File: src/rtl/mem_bus_arbiter.sv
// Single-port memory arbiter between CPU and video DMA: DMA wins ties, a streak limit guarantees CPU slots.
// Grant is combinational in the request cycle; read data returns to its owner one cycle later.
module mem_bus_arbiter #(
    parameter int ADDR_W         = 16,
    parameter int DATA_W         = 8,
    parameter int DMA_MAX_STREAK = 4,
    parameter int STREAK_W       = 3
) (
    input  logic                clk,
    input  logic                rst,
    input  logic                cpu_req,
    input  logic                cpu_we,
    input  logic [ADDR_W-1:0]   cpu_addr,
    input  logic [DATA_W-1:0]   cpu_wdata,
    output logic                cpu_gnt,
    output logic                cpu_rvalid,
    output logic [DATA_W-1:0]   cpu_rdata,
    input  logic                dma_req,
    input  logic                dma_we,
    input  logic [ADDR_W-1:0]   dma_addr,
    input  logic [DATA_W-1:0]   dma_wdata,
    output logic                dma_gnt,
    output logic                dma_rvalid,
    output logic [DATA_W-1:0]   dma_rdata,
    output logic [ADDR_W-1:0]   mem_addr,
    output logic                mem_we,
    output logic [DATA_W-1:0]   mem_wdata,
    input  logic [DATA_W-1:0]   mem_rdata,
    output logic [STREAK_W-1:0] dma_streak
);

    localparam logic [STREAK_W-1:0] MAX_STREAK = STREAK_W'(DMA_MAX_STREAK);

    logic [STREAK_W-1:0] streak;
    logic [ADDR_W-1:0]   held_addr;
    logic [DATA_W-1:0]   held_wdata;
    logic                tag_valid;
    logic                tag_cpu;
    logic                cpu_win;
    logic                dma_win;
    logic                any_win;

    // Reset gates grants combinationally so nothing reaches memory while rst is high.
    always_comb begin
        cpu_win   = 1'b0;
        dma_win   = 1'b0;
        mem_addr  = held_addr;
        mem_wdata = held_wdata;
        mem_we    = 1'b0;
        if (!rst) begin
            dma_win = dma_req && !(cpu_req && (streak == MAX_STREAK));
            cpu_win = cpu_req && !dma_win;
        end
        if (dma_win) begin
            mem_addr  = dma_addr;
            mem_wdata = dma_wdata;
            mem_we    = dma_we;
        end else if (cpu_win) begin
            mem_addr  = cpu_addr;
            mem_wdata = cpu_wdata;
            mem_we    = cpu_we;
        end
    end

    assign any_win = cpu_win || dma_win;

    always_ff @(posedge clk or posedge rst) begin
        if (rst) begin
            streak     <= '0;
            held_addr  <= '0;
            held_wdata <= '0;
            tag_valid  <= 1'b0;
            tag_cpu    <= 1'b0;
        end else begin
            if (dma_win && cpu_req) begin
                streak <= (streak == MAX_STREAK) ? MAX_STREAK : streak + STREAK_W'(1);
            end else begin
                streak <= '0;
            end
            if (any_win) begin
                held_addr  <= mem_addr;
                held_wdata <= mem_wdata;
            end
            tag_valid <= any_win && !mem_we;
            tag_cpu   <= cpu_win;
        end
    end

    assign cpu_gnt    = cpu_win;
    assign dma_gnt    = dma_win;
    assign cpu_rvalid = tag_valid && tag_cpu;
    assign dma_rvalid = tag_valid && !tag_cpu;
    assign cpu_rdata  = mem_rdata;
    assign dma_rdata  = mem_rdata;
    assign dma_streak = streak;

endmodule
File: config.mk
export PLATFORM = sky130hd
export DESIGN_NAME = mem_bus_arbiter
export DESIGN_NICKNAME = d
export VERILOG_FILES = /design/src/rtl/mem_bus_arbiter.sv
export SDC_FILE = /design/constraint.sdc
export NUM_CORES = 1
export LEC_CHECK = 0
export BUFFER_PORTS_ARGS = -buffer_cell sky130_fd_sc_hd__buf_4
export CORE_MARGIN = 2
export CORE_UTILIZATION = 45
export DETAILED_ROUTE_END_ITERATION = 7
export MAX_ROUTING_LAYER = met4
export PLACE_DENSITY = 0.81
export SLEW_MARGIN = 30
export SYNTH_ARGS = -nofsm -noshare
export SYNTH_HDL_FRONTEND = slang
export SYNTH_SLANG_ARGS = --single-unit
File: constraint.sdc
create_clock -name clk -period 3.1 [get_ports clk]
set_input_delay 0 -clock clk [delete_from_list [all_inputs] [get_ports clk]]
set_output_delay 0 -clock clk [all_outputs]
set_load 0.005 [all_outputs]
[Word-level counts from Yosys, hierarchy flattened]
Index checks and enable logic that the tools add are counted.
Word-level totals
  register bits: 29
  bits in latches: 0
  RAM bits: 0
  memory bits (read-only): 0
  bits of input ports: 62
  output and inout port bits: 48
  logic and storage cells: 29
  memories kept: 0
Cells by class
  add/sub/neg operators: 1
  multipliers: 0
  divide/modulo/power cells: 0
  order comparisons: 0
  eq/ne operators: 1
  shift operators: 0
  mux-type cells: 10
  bitwise logic cells: 0
  reductions and logical operators: 12
Operators with widths (count)
  2-to-1 mux 16 bit: 2
  2-to-1 mux 8 bit: 2
  logical AND 1 bit: 7
  2-to-1 mux 3 bit: 2
  logical NOT 1 bit: 4
  2-to-1 mux 1 bit: 4
  adder 3 x 1 -> 3 bit (second input constant): 1
  == test 3 bit (second input constant): 1
  logical OR 1 bit: 1

[Depth between registers and ports, before layout]
Gate-level depths: netlist of run 1.
  word-level depth: 11
  gate-level depth with buffers: 7
  gate-level depth less buffers: 5

[Worst setup path before layout of run 1]
OpenSTA, ideal clock, no wires.
  kind: reg2reg
  start point: register streak[0], in the netlist dma_streak[0]
  end point: register held_addr[0]
  library setup time: 0.126 ns
  data arrival time: 1.470 ns
  data required time: 2.974 ns
  setup slack: 1.504 ns
  cell stages (with the launch flop): 8
  buffers on the path: 2
  period minus slack after synthesis: 1.596 ns
  cells stage by stage: dfrtp_1 -> inv_1 -> ha_1 -> nand3_1 -> and3_1 -> buf_2 -> buf_6 -> a221o_1
Between the ends
  cells in the longest elaborated chain, start to end: 9
  elaborated cells on any way between the ends: 11
Ends and longest elaborated chain
  start: declaration: line 34  | logic [STREAK_W-1:0] streak;
  start signal: assignment: line 76  | streak <= (streak == MAX_STREAK) ? MAX_STREAK : streak + STREAK_W'(1);
  == test 3 bit (*): line 51  | dma_win = dma_req && !(cpu_req && (streak == MAX_STREAK));
  logical AND 1 bit (*): line 51
  logical NOT 1 bit (*): line 51
  logical AND 1 bit (*): line 51
  logical NOT 1 bit: line 52  | cpu_win = cpu_req && !dma_win;
  logical AND 1 bit: line 52
  2-to-1 mux 1 bit: line 50  | if (!rst) begin
  2-to-1 mux 16 bit: line 58  | end else if (cpu_win) begin
  2-to-1 mux 16 bit: line 54  | if (dma_win) begin
  end signal: assignment: line 81  | held_addr <= mem_addr;
  end: declaration: line 35  | logic [ADDR_W-1:0] held_addr;
Mark *: on every way between the ends. The rest lies on a longest branch, timed or not.
A chain may end at the register's enable or synchronous reset.

[Worst setup path after layout of run 1]
  start point: register streak[0], in the netlist dma_streak[0]
  end point: register held_addr[8]
The elaborated chain is that of the path after synthesis.

==> metrics.md, run 1 <==
| Metric | Value |
|---|---|
| Synth area leader | dfrtp_1 |
| Min-delay worst type | input port to output port |
| Worst setup SP type | flop |
| Total grt overflow | 0 |
| Root Buffer | clkbuf_8 |
| GR peak layer | met2 |
| Final period util | 79.44% |
| Slew headroom | 40.62% |
| Clk network pwr share | 26.9% |
| Final setup fails | 0 |
| Switching Power | 0.0002734 W |
| Internal | 0.0008480 W |
| FP Rows | 22 |
| Die height | 65.74 µm |
| Worst setup path startpoint | dma_streak[0] |
| FF-to-FF Start | dma_streak[0] |
| Ys Warns | 0 |
| CTS tree | yes |
| Largest cells by area after synthesis | dfrtp_1, a221o_1, and2_1 |
| Seq/Total Area, Yosys | 42.30% |
| Via count | 1,763 |
| GR Util met1 | 24.48% |
| Fmax achieved | 406.1 MHz |
| Starting density of the core | 46.86% |
| Die Width | 65.74 µm |
| Critical path capture point type | flop |
| Power share of the sequential group | 38.4% |
| Logic pwr share | 34.8% |
| Synth Cell Area | 1715 µm² |
| Clk sinks | 29 |
| Met3 usage | 6.849% |
| Worst-Skew Late Latency | 270 ps |
| Slowest-stage cell, CP | and3_2 |
| Top cell family by delay on the critical path | simple AND/OR/NAND/NOR gates |
| Setup Skew | 3.439 ps |
| Largest net degree at the start of global routing | 53 |
| Layout net count | 332 |
| RePlAce Congestion | 0.6740 |
| Hold_sp | mem_rdata[6] |
| Worst-Margin Slew | 890.6 ps |
| Routed Antenna Nets | 0 |
| Sw Share | 24.38% |
| Mapped Nets | 215 |
| DRC | 0 |
| Critical Path Fanout Max | 51 |
| RSZ-0062 raised after global routing | false |
| Initial antenna violation count | 0 |
| Yosys reg bits | 29 |
| DR iter-0 viols | 58 |
| Met2 usage | 45.33% |
| Pwr dens | 393.1 nW/µm² |
| Post-Route Utilization | 77.92% |
| First-pass GRT wire length | 7.748 mm |
| Ports | 110 |
| CP max stage delay | 770 ps |
| Count of pins over their slew limit | 0 |
| Port Buffers | 85 |
| Post-synth top area share | 42.30% |
| Post-Route WL | 5.080 mm |
| Diodes inserted | 0 |
| Outcome | completed |
| Core box area | 3661 µm² |
| Critical path, cell by cell | inv_1 > ha_1 > nand3_1 > and3_2 > a221o_1 > dlygate4sd3_1 |
| Share of layout cells above drive strength 1 | 35.82% |
| P_leak | 1.380 nW |
| Drt first pass iters | 4 |
| WL per Instance | 16.08 µm |
| Die ar. | 4322 µm² |
| WS Path Type | flop to flop |
| Mean post-synth cell area | 11.36 µm² |
| Peak supply drop | 0.0003073 V |
| CTS clk-pin slew, worst paths | 60 ps |
| PostCTS Resize Cnt | 0 |
| GR Util All Layers | 24.49% |
| Vias/cell | 5.579 |
| Crit path DAT | 2670 ps |
| Post-synth cell types | 18 |
| CP bufs+invs | 2 |
| Fin crit period | 2463 ps |
| Syn Inst Count | 151 |
| Area grow syn2layout | 66.30% |
| Number of buffers created by CTS | 5 |
| CTS max path bufs | 2 |
| Clock H-tree levels | 2 |
| TNS Setup | 0 ps |
| Vias in the first global route | 1,720 |
| Max Cap Viol | 0 |
| HPWL Detailed | 2.795 mm |
| Final Hold Fails | 0 |
| Worst endpoint required time | 3300 ps |
-- cell type report --
| cell class | instances | area, µm² |
|---|---|---|
| repair buffers | 140 | 1201 |
| fillers | 273 | 808.3 |
| multi-input cells | 89 | 768.2 |
| flip-flops and latches | 29 | 725.7 |
| clock buffers | 7 | 86.33 |
| well taps | 48 | 60.06 |
| inverters | 3 | 11.26 |
-- metal layers --
metal	wire length, µm	part of all wire (%)
met3	370	7.3
met1	1910	38
met4	41	0.81
met5	0	0
met2	2758	54
-- final timing paths --
kind                       depth (start not counted)            end  slack [ps]
hold reg to reg                                    2  dma_streak[0]         630
max in group asynchronous                          4  held_addr[10]        2420
setup / recovery                                   6   held_addr[8]         640
setup reg to reg                                   6   held_addr[8]         640
min in group asynchronous                          4  dma_streak[0]         410
hold / removal                                     0   dma_rdata[6]       0.003
-- placed cells by master (no fill, tap or decap) --
| master | instances |
|---|---|
| buf_4 | 87 |
| dlygate4sd3_1 | 52 |
| a221o_1 | 48 |
| dfrtp_1 | 29 |
| and2_1 | 25 |
| clkbuf_8 | 6 |
| inv_1 | 3 |
| and3_1 | 3 |
| nor2b_1 | 2 |
| ha_1 | 2 |
| nand3_1 | 1 |
| and3_2 | 1 |
| a21boi_1 | 1 |
| nor2b_4 | 1 |
| o21bai_1 | 1 |
| a22o_1 | 1 |
| a221oi_1 | 1 |
| nand2b_1 | 1 |
| mux2i_1 | 1 |
| clkbuf_1 | 1 |
| buf_16 | 1 |
-- Yosys cell counts, drive strengths merged --
cell and instances:
dfrtp 29, inv 3, o21bai 1, nand3 1
mux2i 1, a21boi 1, ha 2, nor2b 3
clkbuf 2, nand2b 1, and3 4, a22o 1
buf 28, and2 25, a221o 48, a221oi 1
-- worst reg2reg max path: stages (launching register included) --
cell and delay (ps):
dfrtp_1 370, inv_1 70, ha_1 230, nand3_1 80, and3_2 770, a221o_1 320
dlygate4sd3_1 560
-- sequential cells by signal (all words and copies together) (netlist names) --
name / cells
tag_valid: 1
tag_cpu: 1
dma_streak: 3
held_addr: 16
held_wdata: 8
-- kinds of logic (layout without fill, tap and decap cells) --
group                      after synthesis  count (layout)  share of synthesized area [%]
AOI/OAI and AO/OA                       52              52                          29.91
muxes                                    1               1                         0.5835
DFF                                     29              29                          42.31
adders and majority gates                2               2                          1.459
and+or+nand+nor                         34              34                          12.33
buffers and inverters                   33             150                          13.42
-- power by group through the flow --
stage | registers [W] | logic (W) | clock network, W
2_1_floorplan | 0.000432 | 0.000165 | 0
3_3_place_gp | 0.000434 | 0.000286 | 0
3_5_place_dp | 0.000436 | 0.000289 | 0
4_1_cts | 0.000430 | 0.000376 | 0.000310
5_1_grt | 0.000434 | 0.000420 | 0.000327
6_report | 0.000430 | 0.000390 | 0.000301
-- stage by stage --
stage	power [W]	hold slack (ps)	area [µm²]	cells	setup WS, ps
after CTS	0.001116	0.05361	2825	315	512.4
after global routing	0.001181	0.01176	2853	316	500.3
after detailed placement	0.0007255	0.05361	2218	256	1054
final	0.001121	0.002512	2853	316	637.4
after global placement	0.0007198	0.05361	2218	256	1144
after floorplan	0.0005973	80.82	1715	151	1504
-- what timing repair did --
| item | CTS | global route |
|---|---|---|
| hold buffers | 52 | 0 |
| endpoints found under the hold margin | 55 | 0 |
| setup buffers | 0 | 0 |
Note: power is estimated with default switching activity, not from simulation.
==> run 2, diff against run 1 <==
--- a/config.mk
+++ b/config.mk
@@ -7,10 +7,10 @@
 export LEC_CHECK = 0
 export BUFFER_PORTS_ARGS = -buffer_cell sky130_fd_sc_hd__buf_4
 export CORE_MARGIN = 2
-export CORE_UTILIZATION = 45
+export CORE_UTILIZATION = 38
 export DETAILED_ROUTE_END_ITERATION = 7
 export MAX_ROUTING_LAYER = met4
-export PLACE_DENSITY = 0.81
+export PLACE_DENSITY = 0.73
 export SLEW_MARGIN = 30
 export SYNTH_ARGS = -nofsm -noshare
 export SYNTH_HDL_FRONTEND = slang
==> constraint.sdc (replaced) <==
create_clock -name clk -period 2.2 [get_ports clk]
set_input_delay 0 -clock clk [delete_from_list [all_inputs] [get_ports clk]]
set_output_delay 0 -clock clk [all_outputs]
set_load 0.005 [all_outputs]
==> metrics.md, run 2 (same netlist as run 1, synthesis figures left out) <==
| Metric | Value |
|---|---|
| Worst flop-to-flop path endpoint | held_addr[2] (was held_addr[8]) |
| CTS clk-pin slew, worst paths | 60 ps (about the same) |
| Clock H-tree levels | 2 (unchanged) |
| CTS max path bufs | 2 (unchanged) |
| CTS tree | yes (unchanged) |
| Die height | 71.19 µm (was 65.74 µm) |
| Sw Share | 25.96% (was 24.38%) |
| FP Rows | 24 (was 22) |
| Vias/cell | 5.444 (was 5.579) |
| WHS Path Cells | 0 (unchanged) |
| Vias in the first global route | 1,709 (was 1,720) |
| First-pass GRT wire length | 8.052 mm (was 7.748 mm) |
| HPWL Detailed | 2.805 mm (was 2.795 mm) |
| Slew headroom | 64.13% (was 40.62%) |
| Diodes inserted | 0 (unchanged) |
| Final Hold Fails | 0 (unchanged) |
| RePlAce Congestion | 0.7341 (was 0.6740) |
| Place WS | 292.9 ps (was 1054 ps) |
| Crit path DAT | 2040 ps (was 2670 ps) |
| Power share of the sequential group | 39.7% (was 38.4%) |
| Dpl cells | 261 (was 256) |
| Fmax achieved | 490.3 MHz |
| Final setup fails | 0 (unchanged) |
| Worst reg2reg setup slack | 460 ps (was 640 ps) |
| Root Buffer | clkbuf_8 (unchanged) |
| Finished Layout Cells | 322 (was 316) |
| P_leak | 1.365 nW (was 1.380 nW) |
| Via count | 1,753 (was 1,763) |
| Number of buffers created by CTS | 5 (unchanged) |
| Most common cell after layout, fill and taps aside | buf_4 (unchanged) |
| Worst-Skew Late Latency | 280 ps (was 270 ps) |
| Peak supply drop | 0.0003797 V (was 0.0003073 V) |
| Reg2Reg Depth | 6 (unchanged) |
| Die Width | 71.19 µm (was 65.74 µm) |
| Worst endpoint required time | 2200 ps (was 3300 ps) |
| Starting density of the core | 39.40% (was 46.86%) |
| Worst setup SP type | flop (unchanged) |
| Logic pwr share | 33.1% (was 34.8%) |
| DR iter-0 viols | 115 (was 58) |
| Critical Path End | mem_addr[9] (was held_addr[8]) |
| Biggest register | held_addr (unchanged) |
| Port Buffers | 85 (unchanged) |
| Ports | 110 (unchanged) |
| Post-Route WL | 5.298 mm (was 5.080 mm) |
| WS Path Type | flop to output port (was flop to flop) |
| Clk sinks | 29 (unchanged) |
| Outcome | completed (unchanged) |
| Worst setup path startpoint | dma_streak[0] (unchanged) |
| Critical path capture point type | output port (was flop) |
| Clk network pwr share | 27.2% (was 26.9%) |
| Max reg flops | 16 (unchanged) |
| FILL cells | 344 (was 273) |
| Max Cap Viol | 0 (unchanged) |
| Setup Skew | 5.745 ps (was 3.439 ps) |
| TNS Setup | 0 ps (unchanged) |
| RSZ-0062 raised after global routing | false (unchanged) |
| Count of pins over their slew limit | 0 (unchanged) |
| Routed Antenna Nets | 0 (unchanged) |
| Hold_sp | mem_rdata[6] (unchanged) |
| Final period util | 92.72% |
| Die ar. | 5067 µm² (was 4322 µm²) |
| FF-to-FF Start | dma_streak[0] (unchanged) |
| Drt first pass iters | 4 (unchanged) |
| Pwr dens | 528.8 nW/µm² (was 393.1 nW/µm²) |
| Commonest non-fill, non-tap cells in the layout | buf_4, dlygate4sd3_1, a221o_1 (unchanged) |
| Critical Path Fanout Max | 28 (was 51) |
| Initial antenna violation count | 0 (unchanged) |
| Fin crit period | 2040 ps |
| DRC | 0 (unchanged) |
| Layout net count | 333 (was 332) |
| Area grow syn2layout | 67.32% (was 66.30%) |
| Worst-Margin Slew | 538.1 ps (was 890.6 ps) |
| GR Util All Layers | 21.39% (was 24.49%) |
| Largest net degree at the start of global routing | 52 (was 53) |
| WL per Instance | 16.45 µm (was 16.08 µm) |
| Min-delay worst type | input port to output port (unchanged) |
| Final setup margin | 160.2 ps (was 637.4 ps) |
| Total grt overflow | 0 (unchanged) |
| Switching Power | 0.0003940 W (was 0.0002734 W) |
| Internal | 0.001124 W (was 0.0008480 W) |
| Share of layout cells above drive strength 1 | 36.67% (was 35.82%) |
| Core box area | 4354 µm² (was 3661 µm²) |
-- run 2: repair_timing --
action                                  in CTS  in global routing
hold buffers                                52                  0
buffers inserted                             0                  0
hold endpoints to repair                    55                  0
resized for setup                            0                  2
endpoints found under the setup margin       0                 25
-- run 2: worst min path at each step --
stage	slack (ps)	endpoint
global route	0.01	dma_rdata[3]
CTS	0.05	cpu_rdata[7]
floorplan	80	dma_streak[0]
finish	0.004	dma_rdata[6]
global placement	0.05	cpu_rdata[7]
detailed placement	0.05	cpu_rdata[7]
-- run 2: critical path, stage by stage (launching register included) --
cell	delay, ps
dfrtp_1	370
inv_1	70
ha_1	230
a21boi_2	280
nor2b_4	160
buf_16	190
a221o_1	320
buf_4	140
-- run 2: cell type report --
cell class | instances | area, µm² | share of cell area, %
inverter | 3 | 11.26 | 0.3923
sequential | 29 | 725.7 | 25.28
tap | 52 | 65.06 | 2.267
clock inverter | 2 | 10.01 | 0.3487
timing repair buffer | 140 | 1201 | 41.85
clock buffer | 6 | 72.57 | 2.528
multi-input combinational | 90 | 784.5 | 27.33
-- run 2: metal layers --
layer | routed length [µm] | GRT usage, % | part of all wire, % | vias to the layer above
li1 | - | - | - | 820
met1 | 2022 | 24.23 | 38 | 820
met2 | 2725 | 33.64 | 51 | 93
met3 | 345 | 6.410 | 6.5 | 20
met4 | 206 | 11.95 | 3.9 | 0
met5 | 0 | - | 0 | -
-- run 2: power by group through the flow --
stage	combinational [W]	clock, W	sequential, W
after global placement	0.000405	0	0.000611
after detailed placement	0.000413	0	0.000613
after floorplan	0.000232	0	0.000609
after CTS	0.000490	0.000422	0.000603
after global routing	0.000544	0.000455	0.000609
final	0.000502	0.000413	0.000603
-- run 2: per-stage QoR --
step | instance area, µm² | hold WS (ps) | total power, W | util, %
4_1_cts | 2854 | 0.05361 | 0.001515 | 65.55
3_3_place_gp | 2223 | 0.05361 | 0.001017 | 51.06
2_1_floorplan | 1715 | 80.82 | 0.0008416 | -
6_report | 2870 | 0.003899 | 0.001518 | 65.92
5_1_grt | 2870 | 0.01220 | 0.001608 | 65.92
3_5_place_dp | 2251 | 0.05361 | 0.001026 | 51.70
==> run 3, diff against run 2 <==
--- a/config.mk
+++ b/config.mk
@@ -10,7 +10,7 @@
 export CORE_UTILIZATION = 38
 export DETAILED_ROUTE_END_ITERATION = 7
 export MAX_ROUTING_LAYER = met4
-export PLACE_DENSITY = 0.73
+export PLACE_DENSITY = 0.8
 export SLEW_MARGIN = 30
 export SYNTH_ARGS = -nofsm -noshare
 export SYNTH_HDL_FRONTEND = slang
==> metrics.md, run 3 (same netlist as run 1, synthesis figures left out) <==
| Metric | Value |
|---|---|
| Max Cap Viol | 0 (unchanged) |
| Worst setup SP type | flop (unchanged) |
| Number of buffers created by CTS | 5 (unchanged) |
| Slowest-stage cell, CP | nor2b_4 (was dfrtp_1) |
| Drt first pass iters | 4 (unchanged) |
| Worst-Margin Slew | 535.5 ps (was 538.1 ps) |
| HPWL Detailed | 2.771 mm (was 2.805 mm) |
| GR Util All Layers | 18.89% (was 21.39%) |
| Top cell family by delay on the critical path | simple AND/OR/NAND/NOR gates (was compound AO/OA/AOI/OAI gates) |
| Root Buffer | clkbuf_8 (unchanged) |
| Most common cell after layout, fill and taps aside | buf_4 (unchanged) |
| Via count | 1,700 (was 1,753) |
| RSZ-0062 raised after global routing | false (unchanged) |
| PnR Total Power | 0.001497 W (was 0.001518 W) |
| Share of layout cells above drive strength 1 | 35.69% (was 36.67%) |
| Critical Path Fanout Max | 31 (was 28) |
| P_leak | 1.356 nW (was 1.365 nW) |
| Critical path, cell by cell | inv_1 > ha_1 > a21boi_2 > nor2b_4 > buf_16 > a221o_1 > buf_4 (unchanged) |
| Vias/cell | 5.296 (was 5.444) |
| Total grt overflow | 0 (unchanged) |
| Diodes inserted | 0 (unchanged) |
| Initial antenna violation count | 0 (unchanged) |
| Final setup fails | 0 (unchanged) |
| CTS max path bufs | 2 (unchanged) |
| Max reg flops | 16 (unchanged) |
| WL per Instance | 14.58 µm (was 16.45 µm) |
| Fmax achieved | 482.5 MHz (was 490.3 MHz) |
| TNS Setup | 0 ps (unchanged) |
| CTS tree | yes (unchanged) |
| Final Hold Fails | 0 (unchanged) |
| Peak supply drop | 0.0004074 V (was 0.0003797 V) |
| Routed Antenna Nets | 0 (unchanged) |
| FP Rows | 24 (unchanged) |
| DRC | 0 (unchanged) |
| Outcome | completed (unchanged) |
| Largest net degree at the start of global routing | 52 (unchanged) |
| Post-Route WL | 4.679 mm (was 5.298 mm) |
| Core box area | 4354 µm² (unchanged) |
| FILL cells | 336 (was 344) |
| CTS clk-pin slew, worst paths | 50 ps (was 60 ps) |
| CP max stage delay | 460 ps (was 370 ps) |
| Vias in the first global route | 1,615 (was 1,709) |
| Die ar. | 5067 µm² (unchanged) |
| WS Path Type | flop to output port (unchanged) |
| Fin crit period | 2073 ps (was 2040 ps) |
| Slew headroom | 64.23% (was 64.13%) |
| Worst-Skew Late Latency | 270 ps (was 280 ps) |
| Ports | 110 (unchanged) |
| DR iter-0 viols | 103 (was 115) |
| Critical path capture point type | output port (unchanged) |
| First-pass GRT wire length | 7.279 mm (was 8.052 mm) |
| Setup Buffers After CTS | 0 (unchanged) |
| Die height | 71.19 µm (unchanged) |
| CP bufs+invs | 3 (unchanged) |
| Crit path DAT | 2070 ps (was 2040 ps) |
| Setup Skew | 2.238 ps (was 5.745 ps) |
| Count of pins over their slew limit | 0 (unchanged) |
| Clock H-tree levels | 2 (unchanged) |
| Area grow syn2layout | 66.67% (was 67.32%) |
| RePlAce Congestion | 0.6816 (was 0.7341) |
| Starting density of the core | 39.40% (unchanged) |
| Clk sinks | 29 (unchanged) |
| Worst endpoint required time | 2200 ps (about the same) |
| Worst hold margin | 0.002940 ps (was 0.003899 ps) |
| Die Width | 71.19 µm (unchanged) |
| Pwr dens | 523.5 nW/µm² (was 528.8 nW/µm²) |
| Final period util | 94.21% (was 92.72%) |
| Biggest register | held_addr (unchanged) |
| Worst reg2reg setup slack | 460 ps (about the same) |
| Min-delay worst type | input port to output port (unchanged) |
| Layout net count | 332 (was 333) |
| Commonest non-fill, non-tap cells in the layout | buf_4, dlygate4sd3_1, a221o_1 (unchanged) |
| Port Buffers | 85 (unchanged) |
[run 3: repair_timing]
| action | CTS | global route |
|---|---|---|
| setup endpoints to repair | 0 | 25 |
| hold buffers | 52 | 0 |
| gates resized for setup | 0 | 2 |
| endpoints found under the hold margin | 55 | 0 |
[run 3: cell type report]
cell class                 count  area (µm²)  share of cell area, %
inverter                       3       11.26                 0.3939
clock buffer                   8       80.08                  2.801
timing repair buffer         140        1201                  42.01
tap                           52       65.06                  2.276
multi-input combinational     89       775.7                  27.13
sequential                    29       725.7                  25.38
[run 3: per-layer routing]
layer | global-route usage (%) | up-vias | part of all wire (%)
met4 | 6.289 | 0 | 1.6
li1 | - | 814 | -
met3 | 3.989 | 11 | 6.6
met1 | 20.64 | 804 | 38
met5 | - | - | 0
met2 | 33.85 | 71 | 54
[run 3: metrics by stage]
stage | setup slack (ps) | instance area (µm²) | std cells | util [%]
finish | 127.3 | 2859 | 321 | 65.66
floorplan | 603.8 | 1715 | 151 | -
detailed placement | 317.3 | 2251 | 261 | 51.70
CTS | 19.99 | 2851 | 321 | 65.49
global placement | 227.0 | 2223 | 260 | 51.06
global route | 3.292 | 2859 | 321 | 65.66
[run 3: power by group]
| part | switching [W] | internal [W] | total (W) | leakage (nW) |
|---|---|---|---|---|
| Combinational | 0.000179 | 0.000312 | 0.000491 | 0.953 |
| Clock | 0.000177 | 0.000224 | 0.000401 | 0.0395 |
| Sequential | 0.0000120 | 0.000592 | 0.000604 | 0.364 |
[run 3: worst paths after layout]
| kind | to | start | cells after the start |
|---|---|---|---|
| max in group asynchronous | held_addr[2] | rst | 4 |
| worst min-delay path | dma_rdata[7] | mem_rdata[7] | 0 |
| worst min register to register | held_addr[2] | held_addr[2] | 2 |
| worst max register to register | held_addr[6] | dma_streak[0] | 6 |
| worst max-delay path | mem_addr[8] | dma_streak[0] | 7 |
| min in group asynchronous | held_addr[11] | rst | 4 |
